## src/rtl/uart_tx_arbiter.sv

```systemverilog
// Round-robin arbiter that shares one UART transmitter among NUM_REQ requesters,
// with optional per-grant bursts and a watchdog that abandons a stuck frame.
module uart_tx_arbiter #(
    parameter int NUM_REQ    = 4,
    parameter int DATA_WIDTH = 8,
    parameter int MAX_BURST  = 4,
    parameter int TIMEOUT    = 4096
) (
    input  logic                          clk,
    input  logic                          reset,
    input  logic [NUM_REQ-1:0]            req_valid,
    input  logic [NUM_REQ*DATA_WIDTH-1:0] req_data,
    output logic [NUM_REQ-1:0]            req_ack,
    output logic [DATA_WIDTH-1:0]         tx_din,
    output logic                          tx_start,
    input  logic                          tx_done_tick,
    output logic                          busy,
    output logic [$clog2(NUM_REQ)-1:0]    grant_id,
    output logic                          timeout_err
);
    localparam int IDX_W   = $clog2(NUM_REQ);
    localparam int CAND_W  = IDX_W + 1;
    localparam int BURST_W = $clog2(MAX_BURST + 1);
    localparam int WD_W    = $clog2(TIMEOUT + 1);

    localparam logic [IDX_W-1:0]   LAST_IDX   = IDX_W'(NUM_REQ - 1);
    localparam logic [BURST_W-1:0] BURST_LAST = BURST_W'(MAX_BURST - 1);
    localparam logic [WD_W-1:0]    WD_LIMIT   = WD_W'(TIMEOUT - 1);

    typedef enum logic [1:0] {
        IDLE,
        LAUNCH,
        WAIT
    } state_t;

    state_t                state_q, state_d;
    logic [IDX_W-1:0]      rr_ptr_q, rr_ptr_d;
    logic [BURST_W-1:0]    burst_cnt_q, burst_cnt_d;
    logic [WD_W-1:0]       watchdog_q, watchdog_d;
    logic [DATA_WIDTH-1:0] tx_din_d;
    logic [IDX_W-1:0]      grant_id_d;
    logic                  timeout_err_d;
    logic                  tx_start_d;
    logic [NUM_REQ-1:0]    req_ack_d;
    logic                  busy_d;
    logic [IDX_W-1:0]      next_ptr;

    logic [DATA_WIDTH-1:0] req_word [NUM_REQ];

    always_comb begin
        for (int i = 0; i < NUM_REQ; i++) begin
            req_word[i] = req_data[i*DATA_WIDTH +: DATA_WIDTH];
        end
    end

    // First pending requester at or above rr_ptr, wrapping past NUM_REQ-1.
    logic             sel_found;
    logic [IDX_W-1:0] sel_idx;
    logic [CAND_W-1:0] cand;

    always_comb begin
        sel_found = 1'b0;
        sel_idx   = '0;
        cand      = '0;
        for (int k = 0; k < NUM_REQ; k++) begin
            cand = {1'b0, rr_ptr_q} + CAND_W'(k);
            if (cand >= CAND_W'(NUM_REQ)) begin
                cand = cand - CAND_W'(NUM_REQ);
            end
            if (!sel_found && req_valid[cand[IDX_W-1:0]]) begin
                sel_found = 1'b1;
                sel_idx   = cand[IDX_W-1:0];
            end
        end
    end

    assign next_ptr = (grant_id == LAST_IDX) ? '0 : grant_id + 1'b1;

    always_comb begin
        // NOTE: every variable is given its default before the case so no path can infer a latch.
        state_d       = state_q;
        rr_ptr_d      = rr_ptr_q;
        burst_cnt_d   = burst_cnt_q;
        watchdog_d    = watchdog_q;
        tx_din_d      = tx_din;
        grant_id_d    = grant_id;
        timeout_err_d = 1'b0;

        unique case (state_q)
            IDLE: begin
                if (sel_found) begin
                    tx_din_d    = req_word[sel_idx];
                    grant_id_d  = sel_idx;
                    burst_cnt_d = '0;
                    state_d     = LAUNCH;
                end
            end
            LAUNCH: begin
                watchdog_d = '0;
                state_d    = WAIT;
            end
            WAIT: begin
                watchdog_d = watchdog_q + 1'b1;
                if (tx_done_tick) begin
                    if (req_valid[grant_id] && (burst_cnt_q < BURST_LAST)) begin
                        tx_din_d    = req_word[grant_id];
                        burst_cnt_d = burst_cnt_q + 1'b1;
                        state_d     = LAUNCH;
                    end else begin
                        rr_ptr_d = next_ptr;
                        state_d  = IDLE;
                    end
                end else if (watchdog_q == WD_LIMIT) begin
                    // The aborted word was already acked, so it is simply dropped.
                    timeout_err_d = 1'b1;
                    rr_ptr_d      = next_ptr;
                    state_d       = IDLE;
                end
            end
            default: begin
                state_d = IDLE;
            end
        endcase

        tx_start_d = (state_d == LAUNCH);
        req_ack_d  = tx_start_d ? (NUM_REQ'(1) << grant_id_d) : '0;
        busy_d     = (state_d != IDLE);
    end

    // NOTE: state registers use non-blocking assignments so every flop samples pre-edge values.
    always_ff @(posedge clk or posedge reset) begin
        if (reset) begin
            state_q     <= IDLE;
            rr_ptr_q    <= '0;
            burst_cnt_q <= '0;
            watchdog_q  <= '0;
            tx_din      <= '0;
            grant_id    <= '0;
            timeout_err <= 1'b0;
            tx_start    <= 1'b0;
            req_ack     <= '0;
            busy        <= 1'b0;
        end else begin
            state_q     <= state_d;
            rr_ptr_q    <= rr_ptr_d;
            burst_cnt_q <= burst_cnt_d;
            watchdog_q  <= watchdog_d;
            tx_din      <= tx_din_d;
            grant_id    <= grant_id_d;
            timeout_err <= timeout_err_d;
            tx_start    <= tx_start_d;
            req_ack     <= req_ack_d;
            busy        <= busy_d;
        end
    end

endmodule

```

## config.mk

```make
export PLATFORM = sky130hd
export DESIGN_NAME = uart_tx_arbiter
export DESIGN_NICKNAME = d
export VERILOG_FILES = /design/src/rtl/uart_tx_arbiter.sv
export SDC_FILE = /design/constraint.sdc
export NUM_CORES = 1
export LEC_CHECK = 0
export ABC_AREA = 1
export BUFFER_PORTS_ARGS = -buffer_cell sky130_fd_sc_hd__buf_2
export CORE_MARGIN = 1
export CORE_UTILIZATION = 33
export CTS_CLUSTER_SIZE = 14
export DETAILED_ROUTE_END_ITERATION = 16
export MAX_ROUTING_LAYER = met4
export PLACE_DENSITY = 0.49
export SLEW_MARGIN = 5
export SYNTH_ARGS = -nofsm -noshare
export SYNTH_HDL_FRONTEND = slang
export SYNTH_SLANG_ARGS = --single-unit
```

## constraint.sdc

```tcl
create_clock -name clk -period 2.7 [get_ports clk]
set_clock_uncertainty 0.1 [all_clocks]
set_input_delay 0.81 -clock clk [delete_from_list [all_inputs] [get_ports clk]]
set_output_delay 0.81 -clock clk [all_outputs]
set_load 0.005 [all_outputs]
```

## Yosys cells after proc, flatten, opt, wreduce, memory -nomap -nowiden

Index checks and enable logic that the tools add are counted.

- Register bits after elaboration: 37
- Input port bits: 39

- Reduce and logical (&&, ||, !) cells: 14
- $lt $le $gt $ge: 12
- Eq/ne operators: 9
- Shift operators: 1
- Mux-type cells: 52
- Add/subtract/negate cells: 10
- Bitwise gates (word level): 2

Operators by type and width:

| operator | number |
|---|---|
| $mux 8 | 7 |
| $mux 2 | 17 |
| $bmux 8 s2 | 2 |
| $pmux 13 s2 | 1 |
| $pmux 8 s2 | 1 |
| $ge 3x3->1 const B | 5 |
| $lt 2x3->1 const B | 5 |
| $add 13x1->13 const B | 1 |
| $eq 13x12->1 const B | 1 |
| $mux 1 | 13 |
| $bmux 1 s2 | 5 |
| $mux 3 | 3 |
| $ne 2x2->1 const B | 4 |
| $reduce_bool 2->1 | 4 |
| $sub 2x1->2 const B | 4 |
| $add 2x2->3 const B | 2 |
| $not 2->3 | 2 |
| $pmux 2 s3 | 1 |
| $pmux 3 s2 | 1 |
| $eq 2x1->1 const B | 2 |
| $eq 2x2->1 const B | 2 |
| $logic_and 1x1->1 | 4 |
| $mux 4 | 1 |
| $reduce_and 4->1 | 1 |
| 9 further kinds | 11 |

## Depth between registers and ports, before layout

- Depth after elaboration: 20
- Depth in mapped cells: 16

## Worst setup path after synthesis

No wires, ideal clock.

- Kind: in2reg
- Start point: input req_valid[2]
- End point: register tx_din[0]
- Setup slack: 567 ps
- Library setup time: 117 ps
- Stages on the path: 13
- Data arrival time: 1916 ps
- Required time: 2483 ps
- Cell sequence: inv_1 -> nand2_1 -> nand3_1 -> nand2_2 -> nor2_4 -> nand3_4 -> nand3_4 -> buf_8 -> nand2_1 -> nand3_1 -> nand3_1 -> nand2_1 -> nand2_1

- Cells in the longest elaborated chain, start to end: 18
- Elaborated cells on any way between the ends: 34
- Those cells by class: eq/ne (2); mux (23); bitwise (1); reduce/logical (8)

RTL lines:

| element | line | source |
|---|---|---|
| start: declaration | 11 | `input logic [NUM_REQ-1:0] req_valid,` |
| $bmux 1 s2 | 70 | `if (!sel_found && req_valid[cand[IDX_W-1:0]]) begin` |
| $mux 1 (implied by the code) | 70 |  |
| $mux 1 | 70 |  |
| $logic_not 1->1 | 70 |  |
| $logic_and 1x1->1 | 70 |  |
| $mux 1 | 70 |  |
| $logic_not 1->1 | 70 |  |
| $logic_and 1x1->1 | 70 |  |
| $mux 1 | 70 |  |
| $logic_not 1->1 | 70 |  |
| $logic_and 1x1->1 | 70 |  |
| $mux 2 | 70 |  |
| $not 2->3 (implied by the code) | 92 | `tx_din_d = req_word[sel_idx];` |
| $bmux 8 s2 | 92 |  |
| $mux 8 (implied by the code) (2 in series) | 92 |  |
| $mux 8 | 91 | `if (sel_found) begin` |
| $pmux 8 s2 | 89 | `unique case (state_q)` |
| end signal: assignment | 148 | `tx_din <= tx_din_d;` |
| end: declaration | 14 | `output logic [DATA_WIDTH-1:0] tx_din,` |

Several ways; a longest one is shown, not always the timed one. The select of a mux whose other input is x is not followed.
A chain may end at the register's enable or synchronous reset.

## Worst setup path after layout

- Start point: register state_q[0]
- End point: register watchdog_q[11]

- Cells in the longest elaborated chain, start to end: 2
- Elaborated cells on any way between the ends: 4
- Those cells by class: eq/ne (2); mux (1); reduce/logical (1)

RTL lines:

| element | line | source |
|---|---|---|
| start: declaration | 36 | `state_t state_q, state_d;` |
| start signal: assignment | 144 | `state_q <= state_d;` |
| $eq 2x2->1 / $eq 2x1->1 (equally long branches) | 89 |  |
| $pmux 13 s2 / $reduce_bool 2->1 (equally long branches) | n/a |  |
| end signal: assignment | 147 | `watchdog_q <= watchdog_d;` |
| end: declaration | 39 | `logic [WD_W-1:0] watchdog_q, watchdog_d;` |

Several ways; a longest one is shown, not always the timed one.

==> impl_metrics.json <==
{
  "reg2reg_slack_ps": 310,
  "h-tree-depth": 2,
  "outcome": "finished clean",
  "numPortBuffers": 55,
  "finalSetupViolCount": 0,
  "synth_top_area_share": 0.344,
  "swShare": 0.531,
  "grt_use_total": 0.176,
  "yosysWarnings": 0,
  "numCtsBuffers": 5,
  "routed_wirelength_mm": 7.05,
  "finalCritPeriodShare": 0.883,
  "worst_path_most_repeated_cell": "nand2_1",
  "worstPathRequired_ps": 2780,
  "pwr-share-comb": 0.673,
  "antenna_found_initial": 0,
  "drt_iter0_drc": 147,
  "coreArea_mm2": 0.00781,
  "initial_core_util": 0.345,
  "worst_hold_path_type": "reg2reg",
  "wl_per_cell_um": 12.6,
  "synth_ff_type": "dfrtp_1",
  "grt_first_pass_wirelength_mm": 11.7,
  "slowest_delay_ps": 430,
  "syn_nets": 442,
  "grt_overflow": 0,
  "syn_area_per_cell_um2": 6.80,
  "die_w_um": 92.3,
  "gp_congestion": 0.835,
  "intPower_uw": 1810,
  "max-cap-violations": 0,
  "rsz0062_at_grt": "false",
  "cts_sinks": 37,
  "antenna_cells": 0,
  "num_rows": 32,
  "max-slew-margin-rel": 0.550,
  "yosysSeqAreaShare": 0.344,
  "start_kind": "flop",
  "drv_slew": 0,
  "synth.ff_latch_count": 37,
  "worst_path_max_delay_cell": "dfrtp_1",
  "netSwitchingPower_uw": 2050,
  "fmax_ghz": 0.419,
  "grt_pass1_vias": 2488,
  "drc_errors": 0,
  "cts_tree": "done",
  "synth_top_area_cell": "dfrtp_1",
  "dr.pass1.iters": 5,
  "dpl.cell_count": 550,
  "clkTransAtPathRegs_ps": 80,
  "total_power_uw": 3860,
  "die-area_mm2": 0.00852,
  "root_buffer": "clkbuf_8",
  "power_frac_seq": 0.229,
  "fin_nets": 501,
  "syn-cell-area_mm2": 0.00269,
  "cts_hold_buf": 0,
  "path_cells": "inv_1, ha_1, inv_2, nor2_2, nand2_1, nor2_1, nand2_1, nor2_2, nand2_1, nor2_1, a21oi_1, a211oi_1",
  "worstSetupEndpointType": "flop",
  "cp_max_fo": 7,
  "cts.path.max_buffers": 2,
  "placed_area_mm2": 0.00309,
  "final_cells": 558,
  "min_period_ps": 2390,
  "grt_max_degree": 38,
  "vias": 2687,
  "synth_area_leaders": "dfrtp_1 (34%), nand2_1 (15%), inv_1 (8.2%)",
  "fill_cells": 845,
  "synth_edf_count": 0,
  "leakagePower_uw": 0.00172,
  "layout-drive-gt1-share": 0.211,
  "viasPerCell": 4.82,
  "worst_pin_slew_ps": 672,
  "post-route-cell-area_mm2": 0.00318,
  "die_h_um": 92.3,
  "yosysUniqueCellTypes": 36,
  "dpl.hpwl_mm": 5.40,
  "clkLatencyLatePin_ps": 280,
  "power.density_mw_per_mm2": 1210,
  "syn2layout_area_growth_pct": 18.3,
  "finalHoldViolCount": 0,
  "power.share.clock": 0.098,
  "vdd_drop_max_mv": 0.342,
  "ios": 56,
  "async_flop_share": 1.00,
  "worstSetupPathType": "reg2reg",
  "antenna_left": 0,
  "synthCells": 396,
  "fin_tns_setup_ps": 0,
  "cp.arrival_ps": 2470
}
[path summary, 6_finish.rpt]
kind	from	to	cells past startpoint
worst max-delay path	state_q[0]$_DFF_PP0_	watchdog_q[11]$_DFFE_PP0P_	12
worst min-delay path	tx_din[0]$_DFFE_PP0P_	tx_din[0]$_DFFE_PP0P_	2
worst max register to register	state_q[0]$_DFF_PP0_	watchdog_q[11]$_DFFE_PP0P_	12
worst min register to register	tx_din[0]$_DFFE_PP0P_	tx_din[0]$_DFFE_PP0P_	2
max in group asynchronous	reset	burst_cnt_q[2]$_DFFE_PP0P_	3
min in group asynchronous	reset	tx_start$_DFF_PP0_	3
[per-layer routing]
| layer | up-vias | track usage | part of all wire |
|---|---|---|---|
| met2 | 87 | 0.275 | 0.45 |
| met5 | - | - | 0 |
| met3 | 4 | 0.0279 | 0.062 |
| li1 | 1420 | - | - |
| met1 | 1176 | 0.242 | 0.48 |
| met4 | 0 | 0.0391 | 0.0069 |
[sequential cells by signal (all words and copies together) (netlist names)]
register,cells
timeout_err,1
tx_start,1
rr_ptr_q,2
busy,1
req_ack,4
watchdog_q,13
burst_cnt_q,3
tx_din,8
state_q,2
grant_id,2
[synthesized netlist by cell type (2+ instances only)]
master / number
a21oi_1: 28
a31oi_1: 8
buf_2: 6
clkbuf_1: 5
clkinv_1: 2
dfrtp_1: 37
ha_1: 7
inv_1: 59
inv_2: 4
nand2_1: 104
nand2_2: 9
nand3_1: 35
nand3_4: 2
nand4_1: 19
nor2_1: 18
nor3_1: 5
nor3b_1: 3
o21a_1: 2
o21ai_0: 24
o21ai_2: 2
o22ai_1: 2
[what timing repair did]
action | 4_1_cts | 5_1_grt
endpoints found under the setup margin | 0 | 1
gates resized for setup | 0 | 1
setup buffers | 0 | 0
[per-stage QoR]
stage	util	setup slack [ps]	hold slack (ps)
6_report	0.408	315	388
5_1_grt	0.408	52.8	405
4_1_cts	0.407	232	393
3_5_place_dp	0.396	216	369
3_3_place_gp	0.396	238	364
2_1_floorplan	-	567	366
[area by class of cell]
type                            count  area (um^2)  area share
Tap cell                          102          128      0.0401
Multi-Input combinational cell    280         1440       0.452
Sequential cell                    37          926       0.291
Clock inverter                      3         17.5     0.00550
Timing Repair Buffer               65          350       0.110
Clock buffer                        5         68.8      0.0216
Inverter                           66          255      0.0802
[cell usage in the layout, fill, tap and decap left out]
| cell | count |
|---|---|
| a211oi_1 | 1 |
| a21oi_1 | 28 |
| a22oi_1 | 1 |
| a31oi_1 | 8 |
| a41oi_1 | 1 |
| buf_2 | 55 |
| buf_4 | 10 |
| clkbuf_8 | 5 |
| clkinv_1 | 2 |
| clkinv_2 | 2 |
| clkinvlp_4 | 1 |
| dfrtp_1 | 37 |
| ha_1 | 7 |
| inv_1 | 59 |
| inv_2 | 4 |
| inv_8 | 1 |
| nand2_1 | 104 |
| nand2_2 | 9 |
| nand2_4 | 1 |
| nand3_1 | 35 |
| nand3_2 | 1 |
| nand3_4 | 2 |
| nand4_1 | 19 |
| nor2_1 | 17 |
| nor2_2 | 2 |
| nor2_4 | 1 |
| nor3_1 | 5 |
| nor3b_1 | 3 |
| o2111ai_1 | 1 |
| o21a_1 | 2 |
| o21ai_0 | 24 |
| o21ai_1 | 1 |
| o21ai_2 | 2 |
| o22ai_1 | 2 |
| o31ai_1 | 1 |
| xnor2_1 | 1 |
| xor2_1 | 1 |
[cells by family (layout without fill, tap and decap cells)]
family	Yosys count	count (layout)	synth area share
buffers and inverters	79	139	0.123
adder cells (fa/ha/maj)	7	7	0.0325
XOR/XNOR	2	2	0.00651
AND/OR/NAND/NOR	199	199	0.345
flip-flops	37	37	0.344
AO/OA/AOI/OAI	72	72	0.149
[power by group through the flow]
stage                     registers (uW)  clock network (uW)  logic (uW)
after floorplan                      860                   0        1980
after global placement               900                   0        2600
after detailed placement             897                   0        2600
after CTS                            886                 400        2610
after global routing                 909                 424        2960
final                                884                 378        2600
[worst max-delay path, delay by kind of cell (launching register included)]
family | cells | cell delay (ps)
DFF | 1 | 430
adders and majority gates | 1 | 430
and+or+nand+nor | 7 | 830
buffers and inverters | 2 | 190
AOI/OAI and AO/OA | 2 | 310
Note: power is estimated with default switching activity, not from simulation.
